[src/rtl/voice_mix_sequencer.sv]
// Time-multiplexes one shared sample generator across all voices per codec frame and
// mixes the results. Optional macro VOICE_MIX_HEADROOM_EN halves the mix gain before saturation.
module voice_mix_sequencer #(
  parameter int NUM_VOICES   = 3,
  parameter int SAMPLE_WIDTH = 16,
  parameter int TIMEOUT      = 64
) (
  input  logic                               clk,
  input  logic                               reset,
  input  logic                               new_frame,
  input  logic [NUM_VOICES-1:0]              voice_en,
  output logic                               gen_req,
  output logic [1:0]                         gen_voice,
  input  logic                               gen_ack,
  input  logic [SAMPLE_WIDTH-1:0]            gen_sample,
  output logic [SAMPLE_WIDTH-1:0]            sample_out,
  output logic                               new_sample_generated,
  output logic [NUM_VOICES*SAMPLE_WIDTH-1:0] voice_samples,
  output logic                               busy,
  output logic                               overrun,
  output logic                               timeout_err
);

  localparam int W     = SAMPLE_WIDTH;
  localparam int ACC_W = SAMPLE_WIDTH + 2;
  localparam int CNT_W = $clog2(TIMEOUT) + 1;
  localparam logic signed [ACC_W-1:0] SAT_MAX = {{3{1'b0}}, {(W-1){1'b1}}};
  localparam logic signed [ACC_W-1:0] SAT_MIN = {{3{1'b1}}, {(W-1){1'b0}}};

  typedef enum logic [1:0] {
    IDLE = 2'd0,
    REQ  = 2'd1,
    SUM  = 2'd2
  } state_t;

  state_t                        state_r;
  state_t                        state_nxt_s;
  logic [NUM_VOICES-1:0]         mask_r;
  logic [NUM_VOICES-1:0]         mask_left_s;
  logic [1:0]                    idx_r;
  logic [1:0]                    idx_nxt_s;
  logic [CNT_W-1:0]              cnt_r;
  logic signed [ACC_W-1:0]       acc_r;
  logic signed [ACC_W-1:0]       acc_sh_s;
  logic [W-1:0]                  cap_s;
  logic [W-1:0]                  mix_s;
  logic                          tmo_s;
  logic                          voice_done_s;
  logic                          gen_req_s;
  logic                          busy_s;
  logic                          pulse_s;
  logic                          gen_req_r;
  logic [1:0]                    gen_voice_r;
  logic [W-1:0]                  sample_out_r;
  logic                          pulse_r;
  logic [NUM_VOICES*W-1:0]       vs_r;
  logic                          busy_r;
  logic                          overrun_r;
  logic                          timeout_err_r;

  function automatic logic [1:0] lowest_idx(input logic [NUM_VOICES-1:0] m);
    logic [1:0] r;
    r = 2'd0;
    for (int i = NUM_VOICES - 1; i >= 0; i--) begin
      if (m[i]) r = 2'(i);
      else      r = r;
    end
    return r;
  endfunction

  function automatic logic [W-1:0] saturate(input logic signed [ACC_W-1:0] a);
    logic [W-1:0] r;
    if (a > SAT_MAX)      r = SAT_MAX[W-1:0];
    else if (a < SAT_MIN) r = SAT_MIN[W-1:0];
    else                  r = a[W-1:0];
    return r;
  endfunction

  // Per-voice handshake bookkeeping: completion, timeout, remaining mask, next index
  always_comb begin
    tmo_s        = (state_r == REQ) && !gen_ack && (cnt_r == CNT_W'(TIMEOUT - 1));
    voice_done_s = (state_r == REQ) && (gen_ack || tmo_s);
    cap_s        = gen_ack ? gen_sample : {W{1'b0}};
    mask_left_s  = mask_r;
    for (int i = 0; i < NUM_VOICES; i++) begin
      if (2'(i) == idx_r) mask_left_s[i] = 1'b0;
      else                mask_left_s[i] = mask_r[i];
    end
    if ((state_r == IDLE) && new_frame) idx_nxt_s = lowest_idx(voice_en);
    else if (voice_done_s)              idx_nxt_s = lowest_idx(mask_left_s);
    else                                idx_nxt_s = idx_r;
  end

  // Mix gain and saturation of the accumulated frame
  always_comb begin
`ifdef VOICE_MIX_HEADROOM_EN
    acc_sh_s = acc_r >>> 1;
`else
    acc_sh_s = acc_r;
`endif
    mix_s = saturate(acc_sh_s);
  end

  // State register
  always_ff @(posedge clk or negedge reset) begin
    if (!reset) state_r <= IDLE;
    else        state_r <= state_nxt_s;
  end

  // Next-state logic
  always_comb begin
    state_nxt_s = state_r;
    case (state_r)
      IDLE: begin
        if (new_frame) state_nxt_s = (voice_en != {NUM_VOICES{1'b0}}) ? REQ : SUM;
        else           state_nxt_s = IDLE;
      end
      REQ: begin
        if (voice_done_s) state_nxt_s = (mask_left_s != {NUM_VOICES{1'b0}}) ? REQ : SUM;
        else              state_nxt_s = REQ;
      end
      SUM:     state_nxt_s = IDLE;
      default: state_nxt_s = IDLE;
    endcase
  end

  // Output decode; values are registered so they line up with the state they describe
  always_comb begin
    gen_req_s = (state_nxt_s == REQ);
    busy_s    = (state_nxt_s != IDLE);
    pulse_s   = (state_r == SUM);
  end

  // Datapath, handshake outputs and sticky flags
  always_ff @(posedge clk or negedge reset) begin
    if (!reset) begin
      mask_r        <= {NUM_VOICES{1'b0}};
      idx_r         <= 2'd0;
      cnt_r         <= {CNT_W{1'b0}};
      acc_r         <= {ACC_W{1'b0}};
      vs_r          <= {(NUM_VOICES*W){1'b0}};
      sample_out_r  <= {W{1'b0}};
      pulse_r       <= 1'b0;
      gen_req_r     <= 1'b0;
      gen_voice_r   <= 2'd0;
      busy_r        <= 1'b0;
      overrun_r     <= 1'b0;
      timeout_err_r <= 1'b0;
    end else begin
      case (state_r)
        IDLE: begin
          if (new_frame) begin
            mask_r <= voice_en;
            acc_r  <= {ACC_W{1'b0}};
            cnt_r  <= {CNT_W{1'b0}};
            for (int i = 0; i < NUM_VOICES; i++) begin
              if (!voice_en[i]) vs_r[i*W +: W] <= {W{1'b0}};
            end
          end
        end
        REQ: begin
          if (voice_done_s) begin
            for (int i = 0; i < NUM_VOICES; i++) begin
              if (2'(i) == idx_r) vs_r[i*W +: W] <= cap_s;
            end
            acc_r  <= acc_r + {{2{cap_s[W-1]}}, cap_s};
            mask_r <= mask_left_s;
            cnt_r  <= {CNT_W{1'b0}};
          end else begin
            cnt_r  <= cnt_r + CNT_W'(1);
          end
        end
        SUM:     sample_out_r <= mix_s;
        default: mask_r <= {NUM_VOICES{1'b0}};
      endcase
      idx_r         <= idx_nxt_s;
      gen_voice_r   <= idx_nxt_s;
      gen_req_r     <= gen_req_s;
      busy_r        <= busy_s;
      pulse_r       <= pulse_s;
      overrun_r     <= overrun_r | (new_frame && (state_r != IDLE));
      timeout_err_r <= timeout_err_r | tmo_s;
    end
  end

  assign gen_req              = gen_req_r;
  assign gen_voice            = gen_voice_r;
  assign sample_out           = sample_out_r;
  assign new_sample_generated = pulse_r;
  assign voice_samples        = vs_r;
  assign busy                 = busy_r;
  assign overrun              = overrun_r;
  assign timeout_err          = timeout_err_r;

endmodule

[config.mk]
export PLATFORM = sky130hd
export DESIGN_NAME = voice_mix_sequencer
export DESIGN_NICKNAME = d
export VERILOG_FILES = /design/src/rtl/voice_mix_sequencer.sv
export SDC_FILE = /design/constraint.sdc
export NUM_CORES = 1
export LEC_CHECK = 0
export CELL_PAD_IN_SITES_DETAIL_PLACEMENT = 1
export CELL_PAD_IN_SITES_GLOBAL_PLACEMENT = 1
export CORE_MARGIN = 8
export CORE_UTILIZATION = 37
export DETAILED_ROUTE_END_ITERATION = 10
export GPL_TIMING_DRIVEN = 0
export HOLD_SLACK_MARGIN = 0.12
export PLACE_DENSITY = 0.79
export SLEW_MARGIN = 20
export SYNTH_ARGS = -nofsm -noshare
export SYNTH_HDL_FRONTEND = slang
export SYNTH_SLANG_ARGS = --single-unit
[constraint.sdc]
create_clock -name clk -period 2 [get_ports clk]
set_input_delay 0.4 -clock clk [delete_from_list [all_inputs] [get_ports clk]]
set_output_delay 0.4 -clock clk [all_outputs]
set_load 0.02 [all_outputs]
== Word-level counts from Yosys, hierarchy flattened ==
Index checks and enable logic that the tools add are counted.
Word-level totals
  input bits: 23
  register bits: 101
  logic and storage cells: 93
  output and inout port bits: 71
Cells by class
  bitwise gates (word level): 3
  add/sub/neg operators: 2
  order comparisons: 2
  reduce and logical (&&, ||, !) cells: 21
  equality and inequality tests: 14
  multiplexer cells: 37
Operators with widths (count)
  16-bit two-way mux: 9
  48-bit two-way mux: 2
  48-bit case mux with 2 select lines: 1
  18-bit two-way mux: 2
  18-bit case mux with 2 select lines: 1
  2-bit two-way mux: 12
  18-bit adder: 1
  18-bit by 16-bit greater-than comparator with 1-bit output, second input constant: 1
  18-bit by 16-bit less-than comparator with 1-bit output, second input constant: 1
  5-bit AND reduction: 3
  7-bit two-way mux: 2
  7-bit case mux with 2 select lines: 1
  2-bit inequality test, second input constant: 5
  3-bit case mux with 3 select lines: 1
  2-bit nonzero test: 4
  7-bit by 1-bit adder with 7-bit output, second input constant: 1
  7-bit by 6-bit equality test with 1-bit output, second input constant: 1
  3-bit two-way mux: 2
  2-bit by 1-bit inequality test with 1-bit output, second input constant: 3
  3-bit AND reduction: 2
  3-bit nonzero test: 2
  1-bit logical AND: 5
  2-bit by 1-bit equality test with 1-bit output, second input constant: 2
  2-bit logical NOT: 2
  10 further kinds: 13

== Depth between registers and ports, before layout ==
Gate-level depths: netlist of the first run.
  word-level depth: 8
  depth in mapped cells: 13
  depth with buffers taken out: 11

== Worst setup path after synthesis of the first run ==
OpenSTA, ideal clock, no wires.
  path kind: input to register
  start: input gen_ack
  end: register acc_r[14]
  path buffers: 2
  arrival time: 2.684 ns
  stages on the path: 13
  data required time: 1.878 ns
  setup time: 0.122 ns
  path slack: -0.806 ns
  path through: clkbuf_1 -> clkbuf_1 -> and2_1 -> ha_1 -> inv_1 -> fa_1 -> nor2b_1 -> o21a_1 -> o21ai_0 -> a21oi_1 -> o21ai_0 -> a21o_1 -> a32o_1
Between the ends
  word-level cells in the longest chain between the ends: 7
  elaborated cells on any way between the ends: 11
  classes of those cells: add/sub (1); eq/ne (1); mux (3); reduce/logical (6)
RTL lines
  from (decl): RTL line 14  | input logic gen_ack,
  branches (longest 7 deep; another with 18-bit adder)
  to (signal assigned): RTL line 140  | acc_r <= {ACC_W{1'b0}};
  to (signal assigned): RTL line 154  | acc_r <= {ACC_W{1'b0}};
  to (signal assigned): RTL line 166  | acc_r <= acc_r + {{2{cap_s[W-1]}}, cap_s};
  to (decl): RTL line 43  | logic signed [ACC_W-1:0] acc_r;
Several ways; the timed one is not identified. The select of a mux whose other input is x is not followed.
A chain may end at the register's enable or synchronous reset.

== Worst setup path in the final report of the first run ==
  start: input gen_sample[0]
  end: register acc_r[4]
Between the ends
  word-level cells in the longest chain between the ends: 4
RTL lines
  from (decl): RTL line 15  | input logic [SAMPLE_WIDTH-1:0] gen_sample,
  16-bit two-way mux: RTL line 83  | cap_s = gen_ack ? gen_sample : {W{1'b0}};
  18-bit adder: RTL line 166
  18-bit two-way mux: RTL line 162  | if (voice_done_s) begin
  18-bit case mux with 2 select lines: RTL line 150  | case (state_r)
No other way between the ends. The select of a mux whose other input is x is not followed.

==> run_results.csv, run 1 <==
group,metric,value,unit
sta,min_period_over_period,1.282,
grt,globalRouteOverflowTotal,0,
floorplan,die_area,19040,um2
layout,fin_nets,769,
pwr,switchingPower,6195,uW
yosys,synth_mux_area_frac,0.1186,
yosys,synth_top_area_cell,"dfrtp_1",
yosys,synth-seq-cells,101,
pwr,internal_power,7633,uW
yosys,synth_ff_type,"dfrtp_1",
detailed_routing,ant_nets,0,
yosys,yosys.area_share.simple,0.1705,
sta,tightest_slew,1.073,ns
detailed_routing,vias_per_cell,5.847,
yosys,synthesis.instances,546,
yosys,synth_compound_area_frac,0.1455,
sta,finalMaxSlewViolations,0,
yosys,synthTopCellsByArea,"dfrtp_1 46%, mux2_4 8.2%, nand2_1 5.3%, o21ai_0 5.2%, ha_1 4.1%",
floorplan,die_y,138.0,um
yosys,synthAdderAreaFrac,0.04455,
yosys,synthesis.area,5505,um2
cts,cts-root-buf,"clkbuf_16",
pwr,swShare,0.4480,
setup_path,critical_path_class,"in2reg",
cts,cts_tree,"yes",
yosys,avgSynthCellArea,10.08,um2
grt,grt_pass1_wl,33.20,mm
setup_path,cp_data_required_time,2.27,ns
floorplan,chipWidth,138.0,um
status,status,"finished with violations",
cts,cts_buffers,9,
sta,setup_violations,42,
sta,fin_crit,2.563,ns
cts,clock_latency,0.37,ns
detailed_routing,initialDrtViolationCount,295,
placed_design,place_area,6790,um2
hold_path,hp-class,"reg2reg",
yosys,synth.distinct_cells,58,
layout,drive_above_1_share,0.3402,
floorplan,io-pin-count,94,
setup_path,critPathLaunchType,"primary input",
floorplan,row_count,44,
detailed_routing,drt_wl_total,25.39,mm
floorplan,core,14530,um2
grt,grt_max_degree,60,
placed_design,pre_cts_slack,-1.343,ns
placed_design,numPortBuffers,93,
placed_design,dp_hpwl,12.82,mm
yosys,ys_seq_area_frac,0.4591,
setup_path,cp_data_arrival_time,2.83,ns
grt,grtUsageTotal,0.2308,
status,violations,"setup timing",
cts,clock_path_buffers,2,
grt,first_global_vias,5608,
layout,diodes,0,
sta,hold_viol,0,
layout,area_growth,50.32,%
yosys,yosys_warnings,0,
yosys,synthXorXnorAreaFrac,0.02386,
sta,fin_worst_skew,0.01324,ns
yosys,async_flop_share,1.000,
cts,htreeDepth,3,
pwr,p_comb_frac,0.600,
yosys,synth_top_family_by_area,"simple AND/OR/NAND/NOR gates",
setup_path,r2r_setup_slack,-0.56,ns
floorplan,start_util,0.3788,
layout,design_area,8275,um2
yosys,synth_common_cells,"101 x dfrtp_1, 77 x nand2_1, 57 x o21ai_0",
job,drv_cap,0,
yosys,synth_edf_count,0,
pwr,p_clk_frac,0.131,
layout,finalNonFillerCells,916,
yosys,synth_top_area_share,0.4591,
cts,clock-sinks,101,
yosys,syn_nets,588,
detailed_routing,drt-pass1-iter-count,5,
placed_design,globalplace.congestion,0.8806,
grt,antenna_found_initial,0,
sta,setup_tns,-6.121,ns
detailed_routing,wl_per_cell,27.72,um
layout,n_fill_cell,1535,
pwr,leakagePower,0.003726,uW
yosys,yosysMostFrequentCell,"dfrtp_1",
detailed_routing,drc,0,
sta,setup_slack,-0.5633,ns
sta,relSlewSlack,0.2795,
sta,rsz0062_at_grt,"yes",
pwr,seq_power_share,0.269,
detailed_routing,vias,5356,
setup_path,end_kind,"flip-flop",
placed_design,dp.cells,824,
pwr,powerDensity,1671,nW/um2
setup_path,cp_max_fo,2,
cts,path_clk_slew,0.08,ns
sta,max_freq,390.1,MHz
pwr,vdd_drop_max,0.8992,mV
==> power by group through the flow <==
stage	clock network (uW)	logic, uW	registers, uW
CTS	1760	7390	3590
detailed placement	0	6190	3560
floorplan	0	3180	4110
finish	1810	8300	3720
global route	1880	8670	3780
global placement	0	5990	3500
==> path summary, 6_finish.rpt <==
path                                   endpoint  cells after the start           from
max                                    acc_r[4]                     11  gen_sample[0]
min                                 timeout_err                      1    timeout_err
max reg2reg                            acc_r[4]                      9       acc_r[0]
min reg2reg                         timeout_err                      1    timeout_err
max in group asynchronous              acc_r[1]                      3          reset
min in group asynchronous  new_sample_generated                      2          reset
==> layout make-up <==
cell class	count	area [um2]	area share
Clock buffer	10	239.0	0.02888
Buffer	21	138.9	0.01678
Multi-Input combinational cell	402	3319	0.4011
Sequential cell	101	2532	0.3060
Clock inverter	6	52.55	0.006350
Tap cell	184	230.2	0.02782
Inverter	18	67.56	0.008164
Timing Repair Buffer	174	1695	0.2049
==> critical path, cell delays in order <==
cell and delay (ns):
dlygate4sd2_1 0.23, and2_4 0.17, ha_4 0.16, inv_2 0.06, fa_2 0.26, nor2b_2 0.06, o21a_1 0.21, buf_4 0.15
nor3_1 0.81, nor3b_4 0.11, a21o_1 0.19
==> logic make-up (layout without fill, tap and decap cells) <==
kind of cell / count (synthesis) / in the layout
buffers and inverters: 43 / 229
and+or+nand+nor: 193 / 193
DFF: 101 / 101
xor gates and xnor gates: 15 / 15
muxes: 48 / 48
adders and majority gates: 19 / 19
AOI/OAI and AO/OA: 127 / 127
==> cells in the final DEF (no fill, tap or decap), types with 3 or more instances in the layout <==
| cell type | count |
|---|---|
| a21o_1 | 9 |
| a21oi_1 | 14 |
| a21oi_2 | 9 |
| a21oi_4 | 6 |
| a22o_1 | 3 |
| and2_4 | 15 |
| and3_1 | 16 |
| buf_12 | 5 |
| buf_4 | 61 |
| buf_6 | 14 |
| buf_8 | 3 |
| clkbuf_1 | 11 |
| clkbuf_16 | 11 |
| clkdlybuf4s50_1 | 82 |
| dfrtp_1 | 97 |
| dfrtp_2 | 4 |
| dlygate4sd2_1 | 5 |
| dlymetal6s2s_1 | 4 |
| ha_4 | 17 |
| inv_1 | 13 |
| inv_2 | 5 |
| mux2_2 | 12 |
| mux2_4 | 36 |
| nand2_1 | 72 |
| nand2_2 | 4 |
| nand2b_1 | 3 |
| nand3_1 | 9 |
| nand4_1 | 3 |
| nor2_1 | 40 |
| nor2b_1 | 3 |
| nor3_1 | 3 |
| o21ai_0 | 47 |
| o21ai_1 | 7 |
| o21ai_2 | 3 |
| o21bai_1 | 3 |
| o31ai_1 | 3 |
| xnor2_1 | 3 |
| xor2_1 | 11 |
==> layer usage <==
layer / track usage / part of all wire / wire length, um
met1: 0.2678 / 0.37 / 9276
met2: 0.4070 / 0.50 / 12800
met3: 0.04275 / 0.062 / 1570
met4: 0.09970 / 0.069 / 1744
met5: 0 / 0 / 0
==> state kept, by name, summed over array words and instances (netlist names), 2 cells and up <==
register and count:
mask_r 3, gen_voice 2, sample_out 16, voice_samples 48, state_r 2, acc_r 18
cnt_r 7
==> what timing repair did <==
| action | CTS | global route |
|---|---|---|
| setup endpoints to repair | 71 | 69 |
| hold buffers | 1 | 0 |
| buffers inserted | 49 | 30 |
| cloned | 3 | 0 |
| gates resized for setup | 89 | 74 |
| pin swaps | 34 | 56 |
| endpoints found under the hold margin | 42 | 0 |
==> per-stage QoR <==
stage          total power (uW)  hold WS (ns)  utilization
2_1_floorplan              7294        0.1044            -
3_3_place_gp               9488        0.4429       0.4652
3_5_place_dp               9746        0.3467       0.4672
4_1_cts                   12750        0.4744       0.5436
5_1_grt                   14320        0.4914       0.5694
6_report                  13830        0.4729       0.5694
Power figures use the tool's default switching activity.
==> run 2: changes to the inputs <==
CORE_UTILIZATION = 45   (was 37)
PLACE_DENSITY = 0.89   (was 0.79)
TNS_END_PERCENT = 20   (was unset)
clock period = 3 ns   (was 2 ns; I/O delays follow)
==> run_results.csv, run 2 (synthesis gave the netlist of run 1 again) <==
group,metric,value,unit
grt,antenna_found_initial,0,
grt,first_global_vias,5142,
grt,grtUsageTotal,0.2270,
grt,globalRouteOverflowTotal,0,
cts,clock_path_buffers,2,
setup_path,reg2reg_to,"acc_r[14]",
layout,design_area,6983,um2
sta,rsz0062_at_grt,"no",
detailed_routing,initialDrtViolationCount,299,
cts,clock-sinks,101,
cts,cts_buffers,9,
setup_path,critical_path_class,"in2reg",
floorplan,start_util,0.4603,
sta,fin_crit,2.883,ns
floorplan,core,11960,um2
pwr,finalPower,7795,uW
floorplan,row_count,40,
placed_design,numPortBuffers,93,
detailed_routing,wl_per_cell,21.97,um
sta,max_freq,346.8,MHz
grt,grt_pass1_wl,28.49,mm
placed_design,dp_hpwl,13.31,mm
sta,min_period_over_period,0.9611,
floorplan,chipWidth,126.6,um
setup_path,cp_max_fo,4,
setup_path,worstPathCellList,"clkdlybuf4s50_1 -> and2_4 -> ha_2 -> inv_1 -> fa_2 -> nor2b_2 -> o21a_1 -> o21ai_1 -> a21oi_2 -> o21ai_1 -> a21o_1 -> a32o_1",
job,drv_cap,0,
detailed_routing,drt-pass1-iter-count,4,
detailed_routing,drt_wl_total,17.62,mm
status,status,"complete, no violations",
placed_design,place_area,6650,um2
pwr,powerDensity,1116,nW/um2
sta,relSlewSlack,0.4363,
setup_path,worst-r2r-cell-count,10,
detailed_routing,drc,0,
pwr,vdd_drop_max,0.6807,mV
floorplan,die_y,126.6,um
layout,diodes,0,
cts,cts-root-buf,"clkbuf_16",
layout,area_growth,26.84,%
layout,mostFrequentLayoutCells,"101 x dfrtp_1, 91 x clkdlybuf4s50_1, 77 x nand2_1",
setup_path,cp_data_arrival_time,3.12,ns
sta,setup_violations,0,
floorplan,io-pin-count,94,
cts,path_clk_slew,0.06,ns
layout,drive_above_1_share,0.1405,
layout,final_common_cell,"dfrtp_1",
sta,fin_worst_skew,0.008549,ns
setup_path,r2r_setup_slack,0.50,ns
placed_design,globalplace.congestion,0.9384,
cts,hold_buffers,0,
layout,fin_nets,692,
grt,grt_max_degree,69,
setup_path,crit_top_cell,"o21ai_1",
setup_path,cpMaxStageDelayCell,"clkdlybuf4s50_1",
detailed_routing,vias_per_cell,5.734,
setup_path,slowest_delay,0.47,ns
layout,largest_register_ffs,48,
sta,tightest_slew,0.8439,ns
hold_path,hp-class,"in2async",
sta,hold_viol,0,
setup_path,cp_data_required_time,3.24,ns
sta,finalMaxSlewViolations,0,
pwr,leakagePower,0.003180,uW
setup_path,critPathLaunchType,"primary input",
floorplan,die_area,16030,um2
cts,clock_latency,0.36,ns
setup_path,crit_path_start,"gen_sample[0]",
setup_path,r2r_start,"acc_r[0]",
cts,cts_tree,"yes",
detailed_routing,vias,4599,
cts,htreeDepth,3,
setup_path,end_kind,"flip-flop",
detailed_routing,ant_nets,0,
run 2: cell types whose count changed in the layout (fill, tap and decap cells not counted), sizes merged:
cell and change:
dlygate4sd3 -1, bufinv +2, dlymetal6s2s -4, dlygate4sd2 -5
buf -76, clkdlybuf4s50 +9, clkinvlp -2, clkinv +3
inv -3
run 2: repair_timing:
action	CTS	global route
endpoints found under the setup margin	13	2
setup buffers	0	0
resized for setup	12	3
pin swaps	1	1
run 2: power by group:
group          leakage (uW)  switching [uW]  total, uW  internal [uW]
clock network      0.000156             530       1260            732
logic               0.00168            2330       4170           1840
registers           0.00135             455       2360           1900
total               0.00318            3320       7800           4480
run 2: worst max path at each step:
stage	end	slack (ns)
after CTS	acc_r[14]	0.06
after global routing	acc_r[14]	0.06
final	acc_r[14]	0.12
after detailed placement	acc_r[14]	-1.24
after floorplan	acc_r[14]	0.07
after global placement	voice_samples[18]	-2.35
run 2: critical path: cells and delay by family:
| kind | cells | cell delay [ns] |
|---|---|---|
| AOI/OAI and AO/OA | 6 | 1.12 |
| buffers and inverters | 2 | 0.52 |
| and+or+nand+nor | 2 | 0.31 |
| adders and majority gates | 2 | 0.55 |
run 2: routing by layer:
metal | track usage | up-vias | part of all wire
met2 | 0.3918 | 141 | 0.51
met3 | 0.05195 | 46 | 0.041
met1 | 0.2620 | 2308 | 0.41
li1 | - | 2104 | -
met5 | 0 | - | 0
met4 | 0.1062 | 0 | 0.038
run 2: layout make-up:
class	instances	area [um2]
fillers	1295	4979
multi-input cells	402	2783
flip-flops and latches	101	2527
repair buffers	94	957.2
clock buffers	10	229.0
well taps	147	183.9
plain buffers	24	147.6
clock inverters	6	87.58
inverters	18	67.56
run 2: metrics by stage:
stage                     setup slack, ns    util  hold slack, ns  TNS (ns)  instances
after floorplan                   0.06901       -          0.3044         0        546
after global placement             -2.349  0.5536          0.4431   -245.44        786
after detailed placement           -1.244  0.5560          0.4603    -10.74        787
after CTS                         0.05919  0.5832          0.1274         0        802
after global routing              0.06270  0.5838          0.1388         0        802
final                              0.1167  0.5838          0.1279         0        802
==> run 3: changes to the inputs <==
clock period = 3.7 ns   (was 3 ns; I/O delays follow)
==> run_results.csv, run 3 (synthesis gave the netlist of run 1 again) <==
group,metric,value,unit
setup_path,worst-path-buf-inv,4,
detailed_routing,vias,4628,
placed_design,numPortBuffers,93,
floorplan,die_area,16030,um2
setup_path,crit_top_cell,"o21ai_1",
pwr,leakagePower,0.003194,uW
layout,final_common_cell,"dfrtp_1",
layout,area_growth,27.30,%
cts,clock_path_buffers,2,
sta,min_period_over_period,0.9579,
sta,finalMaxSlewViolations,0,
sta,hold_viol,0,
cts,clock_latency,0.36,ns
setup_path,cp_data_arrival_time,3.80,ns
setup_path,critical_path_class,"in2reg",
cts,cts-root-buf,"clkbuf_16",
layout,diodes,0,
placed_design,globalplace.congestion,0.8917,
grt,globalRouteOverflowTotal,0,
layout,n_fill_cell,1302,
layout,mostFrequentLayoutCells,"101 x dfrtp_1, 92 x clkdlybuf4s50_1, 77 x nand2_1",
detailed_routing,wl_per_cell,22.14,um
floorplan,die_y,126.6,um
detailed_routing,drc,0,
layout,regArea,2527,um2
placed_design,dp_hpwl,13.50,mm
setup_path,critPathLaunchType,"primary input",
floorplan,core,11960,um2
sta,relSlewSlack,0.4266,
detailed_routing,drt_wl_total,17.78,mm
sta,setup_slack,0.1557,ns
cts,htreeDepth,3,
setup_path,slowest_delay,0.56,ns
floorplan,start_util,0.4603,
layout,multi_input_area,2781,um2
detailed_routing,drt-pass1-iter-count,4,
pwr,vdd_drop_max,0.4085,mV
cts,clock-sinks,101,
status,status,"complete, no violations",
hold_path,hp-class,"in2async",
setup_path,cp_max_fo,10,
grt,first_global_vias,5249,
floorplan,row_count,40,
sta,tightest_slew,0.8583,ns
cts,cts_buffers,9,
grt,grtUsageTotal,0.2319,
setup_path,worstPathCellList,"clkdlybuf4s50_1 -> buf_6 -> buf_4 -> and2_4 -> ha_1 -> inv_1 -> fa_1 -> nor2b_1 -> o21a_1 -> o21ai_1 -> a21oi_2 -> o21ai_1 -> a21o_1 -> a32o_1",
setup_path,end_kind,"flip-flop",
cts,post-cts-setup-buffer-count,0,
sta,setup_tns,0,ns
job,drv_cap,0,
setup_path,worst-r2r-cell-count,8,
cts,cts_tree,"yes",
layout,largest_register_ffs,48,
sta,rsz0062_at_grt,"no",
sta,fin_worst_skew,0.006806,ns
detailed_routing,ant_nets,0,
sta,fin_crit,3.544,ns
detailed_routing,initialDrtViolationCount,227,
sta,setup_violations,0,
sta,max_freq,282.1,MHz
layout,drive_above_1_share,0.1387,
setup_path,cp.depth,14,
setup_path,cp_data_required_time,3.95,ns
pwr,powerDensity,907.4,nW/um2
setup_path,cpMaxStageDelayCell,"clkdlybuf4s50_1",
cts,path_clk_slew,0.07,ns
detailed_routing,vias_per_cell,5.763,
grt,grt_max_degree,74,
floorplan,io-pin-count,94,
layout,fin_nets,693,
placed_design,pre_cts_slack,-0.9474,ns
floorplan,chipWidth,126.6,um
layout,final_util,0.5859,
setup_path,critical-path-top-delay-family,"compound AO/OA/AOI/OAI gates",
grt,antenna_found_initial,0,
grt,grt_pass1_wl,28.86,mm
[run 3: path summary, 6_finish.rpt]
path	start	to	slack, ns
worst min-delay path	reset	sample_out[15]	0.24
max in group asynchronous	reset	cnt_r[6]	2.81
worst max register to register	acc_r[3]	acc_r[13]	1.12
min in group clk	timeout_err	timeout_err	0.47
worst min register to register	timeout_err	timeout_err	0.47
worst max-delay path	gen_ack	acc_r[14]	0.16
[run 3: final cells by class]
type                       instances  area share
clock buffer                      11     0.03606
sequential                       101      0.3606
multi-input combinational        402      0.3969
inverter                          18    0.009641
buffer                            25     0.02178
clock inverter                     5     0.01178
timing repair buffer              94      0.1369
tap                              147     0.02625
[run 3: layer usage]
layer	wire length, um	part of all wire	up-vias	global-route usage
li1	-	-	2102	-
met1	7005	0.39	2343	0.2561
met2	9215	0.52	133	0.4113
met3	890	0.050	50	0.05279
met4	671	0.038	0	0.1154
met5	0	0	-	0
[run 3: stage by stage]
stage	instances	total power, uW	area, um2	hold WS, ns
6_report	803	6359	7008	0.2378
4_1_cts	803	6389	6998	0.2407
3_5_place_dp	787	5281	6649	0.4632
3_3_place_gp	786	5056	6620	0.4414
5_1_grt	803	6710	7008	0.2528
2_1_floorplan	546	3901	5505	0.4444
[run 3: repair_timing]
item,in CTS,in global routing
endpoints found under the setup margin,9,3
resized for setup,7,5
hold buffers,0,0
pin swaps,1,1
[run 3: where the power goes]
part	switching (uW)	leakage (uW)	internal (uW)
registers	374	0.00135	1540
logic	1890	0.00168	1500
clock network	422	0.000166	630
total	2690	0.00319	3670
